**src/rtl/fetch_stall_ctrl.sv**
```systemverilog
// Front-end stall/flush controller: PC, IF/ID and ID/EX control registers plus stall-tracking FSM.
// Optional STALL_STATS_EN macro adds saturating stall_total / flush_total counters.
module fetch_stall_ctrl #(
  parameter int              PC_W      = 16,
  parameter int              INSTR_W   = 16,
  parameter int              CTRL_W    = 8,
  parameter logic [PC_W-1:0] RESET_PC  = '0,
  parameter int              MAX_STALL = 4
) (
  input  logic               clk,
  input  logic               rst,
  input  logic               pcWrite,
  input  logic               IFID_write,
  input  logic               handlerSel,
  input  logic               branch_taken,
  input  logic [PC_W-1:0]    branch_target,
  input  logic [INSTR_W-1:0] instr_in,
  input  logic [CTRL_W-1:0]  ctrl_in,
  output logic [PC_W-1:0]    pc,
  output logic [INSTR_W-1:0] ifid_instr,
  output logic [PC_W-1:0]    ifid_pc1,
  output logic               ifid_valid,
  output logic [CTRL_W-1:0]  idex_ctrl,
  output logic               idex_valid,
  output logic               stalling,
  output logic               stall_timeout,
`ifdef STALL_STATS_EN
  output logic [15:0]        stall_total,
  output logic [15:0]        flush_total,
`endif
  output logic               req_err
);

  localparam int RUN_W = $clog2(MAX_STALL + 1);
  localparam logic [RUN_W-1:0] MAX_RUN = RUN_W'(MAX_STALL);

  typedef enum logic [1:0] {RUN, STALL, TIMEOUT} state_t;

  state_t           state;
  logic [RUN_W-1:0] stall_run;
  logic [PC_W-1:0]  pc_inc;
  logic [RUN_W-1:0] run_inc;
  logic             stall_req;
  logic             stall_cycle;
  logic             req_mismatch;

  assign pc_inc       = pc + PC_W'(1);
  assign run_inc      = stall_run + RUN_W'(1);
  assign stall_req    = !pcWrite && !IFID_write && !handlerSel;
  assign stall_cycle  = stall_req && !branch_taken;
  assign req_mismatch = (pcWrite != IFID_write) || (IFID_write != handlerSel);

  // Datapath registers: a taken branch flushes everything and beats any hold request.
  always_ff @(posedge clk) begin
    if (rst) begin
      pc         <= RESET_PC;
      ifid_instr <= '0;
      ifid_pc1   <= '0;
      ifid_valid <= 1'b0;
      idex_ctrl  <= '0;
      idex_valid <= 1'b0;
    end else begin
      if (branch_taken)
        pc <= branch_target;
      else if (pcWrite)
        pc <= pc_inc;

      if (branch_taken) begin
        ifid_instr <= '0;
        ifid_valid <= 1'b0;
      end else if (IFID_write) begin
        ifid_instr <= instr_in;
        ifid_pc1   <= pc_inc;
        ifid_valid <= 1'b1;
      end

      if (branch_taken || !handlerSel) begin
        idex_ctrl  <= '0;
        idex_valid <= 1'b0;
      end else begin
        idex_ctrl  <= ctrl_in;
        idex_valid <= ifid_valid;
      end
    end
  end

  // Stall tracker; a flush cycle counts as a non-stall cycle and returns to RUN.
  always_ff @(posedge clk) begin
    if (rst) begin
      state         <= RUN;
      stall_run     <= '0;
      stalling      <= 1'b0;
      stall_timeout <= 1'b0;
      req_err       <= 1'b0;
    end else begin
      if (req_mismatch && !branch_taken)
        req_err <= 1'b1;

      if (!stall_cycle) begin
        state     <= RUN;
        stall_run <= '0;
        stalling  <= 1'b0;
      end else begin
        stalling <= 1'b1;
        case (state)
          RUN: begin
            stall_run <= RUN_W'(1);
            if (RUN_W'(1) >= MAX_RUN) begin
              state         <= TIMEOUT;
              stall_timeout <= 1'b1;
            end else begin
              state <= STALL;
            end
          end
          STALL: begin
            stall_run <= run_inc;
            if (run_inc >= MAX_RUN) begin
              state         <= TIMEOUT;
              stall_timeout <= 1'b1;
            end
          end
          default: begin
            state     <= TIMEOUT;
            stall_run <= MAX_RUN;
          end
        endcase
      end
    end
  end

`ifdef STALL_STATS_EN
  always_ff @(posedge clk) begin
    if (rst) begin
      stall_total <= '0;
      flush_total <= '0;
    end else begin
      if (stall_cycle && stall_total != 16'hFFFF)
        stall_total <= stall_total + 16'd1;
      if (branch_taken && flush_total != 16'hFFFF)
        flush_total <= flush_total + 16'd1;
    end
  end
`endif

endmodule
```
**config.mk**
```make
export PLATFORM = sky130hd
export DESIGN_NAME = fetch_stall_ctrl
export DESIGN_NICKNAME = d
export VERILOG_FILES = /design/src/rtl/fetch_stall_ctrl.sv
export SDC_FILE = /design/constraint.sdc
export NUM_CORES = 1
export LEC_CHECK = 0
export ABC_AREA = 0
export BUFFER_PORTS_ARGS = -buffer_cell sky130_fd_sc_hd__buf_4
export CAP_MARGIN = 10
export CORE_MARGIN = 2
export CORE_UTILIZATION = 35
export CTS_CLUSTER_SIZE = 25
export DETAILED_ROUTE_END_ITERATION = 6
export GPL_ROUTABILITY_DRIVEN = 0
export PLACE_DENSITY = 0.61
export SLEW_MARGIN = 10
export SYNTH_ARGS = -nofsm -noshare
export SYNTH_HDL_FRONTEND = slang
export SYNTH_SLANG_ARGS = --single-unit
```
**constraint.sdc**
```tcl
create_clock -name clk -period 4.6 [get_ports clk]
set_input_delay 0.23 -clock clk [delete_from_list [all_inputs] [get_ports clk]]
set_output_delay 0.23 -clock clk [all_outputs]
set_load 0.01 [all_outputs]
```
======== Yosys cells after proc, flatten, opt, wreduce, memory -nomap -nowiden ========
Index checks and enable logic that the tools add are counted.
storage, ports and cells
  flip-flop bits (word level) ............. 66
  output and inout port bits .............. 61
cells by class
  add/sub/neg operators ................... 2
  $lt $le $gt $ge ......................... 1
  eq/ne operators ......................... 4
  muxes and demuxes ....................... 6
  bitwise gates (word level) .............. 2
  reduce and logical (&&, ||, !) cells .... 17
operator list
  cell                     number
  $mux W16                 2
  $add A16 B1 Y16 const B  1
  $pmux W3 S2              1
  $reduce_or A2 Y1         3
  $logic_and A1 B1 Y1      4
  $logic_not A1 Y1         4
  $pmux W2 S2              1
  $add A3 B1 Y3 const B    1
  $ge A3 B3 Y1 const B     1
  $reduce_and A3 Y1        1
  $eq A2 B1 Y1 const B     1
  $logic_not A2 Y1         1
  $logic_or A1 B1 Y1       2
  $mux W2                  1
  $ne A1 B1 Y1             2
  $ne A2 B2 Y1 const B     1
  $not A1 Y1               2
  $reduce_and A2 Y1        1
  $reduce_bool A2 Y1       1
  $mux W1                  1

======== Logic depth before layout (Yosys ltp) ========
  depth in word-level cells ............... 6
  gate-level depth with buffers ........... 7
  gate-level depth less buffers ........... 6

======== Worst setup path before layout ========
OpenSTA, ideal clock, no wires.
  path type ............................... register to register
  start point ............................. register pc[0]
  end point ............................... register pc[6]
  setup time .............................. 0.071 ns
  data arrival time ....................... 1.554 ns
  data required time ...................... 4.529 ns
  slack ................................... 2.975 ns
  stages on the path, launching flop included .. 6
  path buffers ............................ 0
  clock period less this slack ............ 1.625 ns
  cell sequence ........................... dfxtp_1 ha_1 nand4_1 or3_1 a21o_1 a21oi_1
on the way
  word-level cells in the longest chain between the ends .. 3
ends and longest elaborated chain
  item                    line  source
  from (decl)             19    output logic [PC_W-1:0] pc,
  from (signal assigned)  64    pc <= branch_target;
  from (signal assigned)  66    pc <= pc_inc;
  $add A16 B1 Y16         47    assign pc_inc = pc + PC_W'(1);
  $mux W16                65    else if (pcWrite)
  $mux W16                63    if (branch_taken)
No other way between the ends. The select of a mux whose other input is x is not followed.
A chain may end at the register's enable or synchronous reset.

======== Final worst setup path ========
  start point ............................. register pc[0]
  end point ............................... register pc[14]
Same word-level chain as after synthesis.

==> results.toml <==
[worst_setup_path]
cp-startpoint = "pc[0]"
rrSetupSlack_ps = 2750
path_class = "flop to flop"
rr_endpoint = "pc[14]"
reg2reg_depth = 5
cp-end-kind = "flop"
cp-start-kind = "flop"
endpoint = "pc[14]"
rr_startpoint = "pc[0]"
crit_arrival_ps = 2090
crit_fanout = 7
crit_required_ps = 4840

[finish]
fin_area_um2 = 3930
layout.cells.most_common = "buf_4"
final_core_util_pct = 50.3
final_cell_mix = "buf_4, dfxtp_1, nor2_1"
area_growth_pct = 38.1
nets = 448
diodes = 0
layout-drive-gt1-share_pct = 33.9

[floorplanning]
die_h_um = 94.2
start_util_pct = 36.5
dieArea_um2 = 8870
die-width_um = 94.2
core_area_um2 = 7810
row_count = 32
io_pins = 107

[synth]
ys_seq_area_share_pct = 46.4
synth_fp_nets = 351
syn_area_um2 = 2850
synth_cells = 302
synth.distinct_cells = 40
ys_seq_elements = 66
ys_warn_count = 0
syn_avg_cell_area_um2 = 9.43

[drt]
ant_nets = 0
vias = 2375
wl_um = 6860
top_layer = "met4"
first_pass_iters = 4
drt_iter0_drc = 58
viasPerCell = 4.69
met1_length_um = 3180
met3_length_um = 446
wl_met2_um = 3150
route.detailed.drc = 0
wl_per_cell_um = 13.5

[status]
status = "completed"

[clock_tree]
ctsHoldBuffers = 0
clockRootBuffer = "clkbuf_8"
cts_buffer_depth = 2
cts_tree = "built"
cts_resized = 0
cts_setup_buffers = 0
clk_pin_slew_worst_paths_ps = 80
cts-htree-levels = 3
cts_buffers = 9
cts_sinks = 66
clock_latency_ps = 350

[placed_design]
place_area_um2 = 3680
place_hpwl_um = 5110
io_buffers = 106

[global_route]
overflow = 0
antenna_found_initial = 0
grtUsageTotal_pct = 16.0
grt_max_degree = 37
grt_pass1_wl_um = 10900
grt_pass1_vias = 2216

[timing]
fin_crit_sh_pct = 40.2
fin_skew_ps = 9.27
slew_viol_final = 0
whs_ps = 106
finalSetupTns_ps = 0
grt_setup_unrepaired = "false"
period_minus_slack_ps = 1850
setup_viol = 0
relSlewSlack_pct = 23.5
finalHoldViolCount = 0
tightest_slew_ps = 1150
fmax_mhz = 540

[job]
maxCapViolCount = 0

[power_and_ir_drop]
p_per_area_nw_per_um2 = 356
p_leak_nw = 1.78
ir_worst_vdd_uv = 150

[hold_path]
whs_path_depth = 2
min_path_type = "input port to flop"
-- metal layers --
metal | track usage, % | vias up
met5 | 0 | -
met4 | 7.97 | 0
met3 | 5.62 | 8
met2 | 23.6 | 58
met1 | 20.7 | 1078
li1 | - | 1231
-- cell usage after synthesis --
cell type	number	area, um2
a211oi_2	3	37.5
buf_2	12	60.1
buf_1	1	3.75
and4_1	1	8.76
or3_1	1	6.26
xnor2_1	19	166
inv_1	17	63.8
xor2_1	8	70.1
nand2b_1	1	6.26
nand4_1	5	31.3
nor3_1	7	35.0
dfxtp_1	66	1320
a31o_2	1	8.76
o31ai_1	1	7.51
or2_2	1	6.26
a21oi_1	14	70.1
nand3_1	4	20.0
nor4_4	1	21.3
o22ai_1	1	6.26
nand4_2	1	12.5
and2_1	1	6.26
o21ai_0	1	5.00
mux2i_1	21	210
nand4_4	1	21.3
nor2_1	52	195
nor4_2	2	25.0
a221oi_1	1	8.76
a311oi_1	2	17.5
o21a_1	10	75.1
a21o_1	1	7.51
clkbuf_1	7	26.3
nor4_1	3	18.8
and3_1	10	62.6
nand2_1	7	26.3
nor2_2	1	6.26
a2111oi_2	1	15.0
a211oi_1	11	82.6
nor3b_4	1	18.8
nand3_4	1	17.5
ha_1	3	37.5
-- worst max-delay path, cell delays in order, from the launching register on --
cell and delay (ps):
dfxtp_1 490, ha_1 290, nand4_1 290, nor4_1 380, xor2_1 110, o21a_1 170
-- sequential cells by signal, summed over array words and instances, names as in the netlist --
register	count
idex_ctrl	8
idex_valid	1
ifid_instr	16
ifid_pc1	16
ifid_valid	1
pc	16
req_err	1
stall_run	3
stall_timeout	1
stalling	1
state	2
-- area by class of cell --
cell class                      instances  area, um2
Clock buffer                            9        124
Fill cell                             780       3880
Inverter                               17       63.8
Tap cell                              102        128
Multi-Input combinational cell        199       1370
Timing Repair Buffer                  106        796
Clock inverter                          7        124
Sequential cell                        66       1320
-- worst min path at each step --
stage	startpoint	endpoint	slack [ps]
2_1_floorplan	handlerSel	stalling	310
3_3_place_gp	stall_run[0]	stall_run[0]	430
3_5_place_dp	stall_run[0]	stall_run[0]	440
4_1_cts	ctrl_in[6]	idex_ctrl[6]	90
5_1_grt	ctrl_in[6]	idex_ctrl[6]	100
6_report	ctrl_in[6]	idex_ctrl[6]	110
-- per-stage QoR --
step / setup WS [ps] / cells / power (mW)
floorplan: 2970 / 302 / 0.728
global placement: 2620 / 490 / 0.810
detailed placement: 2620 / 490 / 0.813
CTS: 2700 / 506 / 1.42
global route: 2530 / 506 / 1.46
finish: 2750 / 506 / 1.40
-- power breakdown --
part | switching (mW) | total, mW | internal, mW | leakage, nW
combinational | 0.0788 | 0.171 | 0.0924 | 1.12
sequential | 0.0289 | 0.627 | 0.598 | 0.541
clock | 0.238 | 0.602 | 0.364 | 0.120
total | 0.346 | 1.40 | 1.05 | 1.78
-- cells by family after synthesis --
group	share of synthesized area [%]
compound gates	12.0
buf+inv	5.41
flops	46.4
xor+xnor	8.31
fa+ha+maj	1.32
simple gates	19.2
mux	7.38
Note: power is estimated with default switching activity, not from simulation.
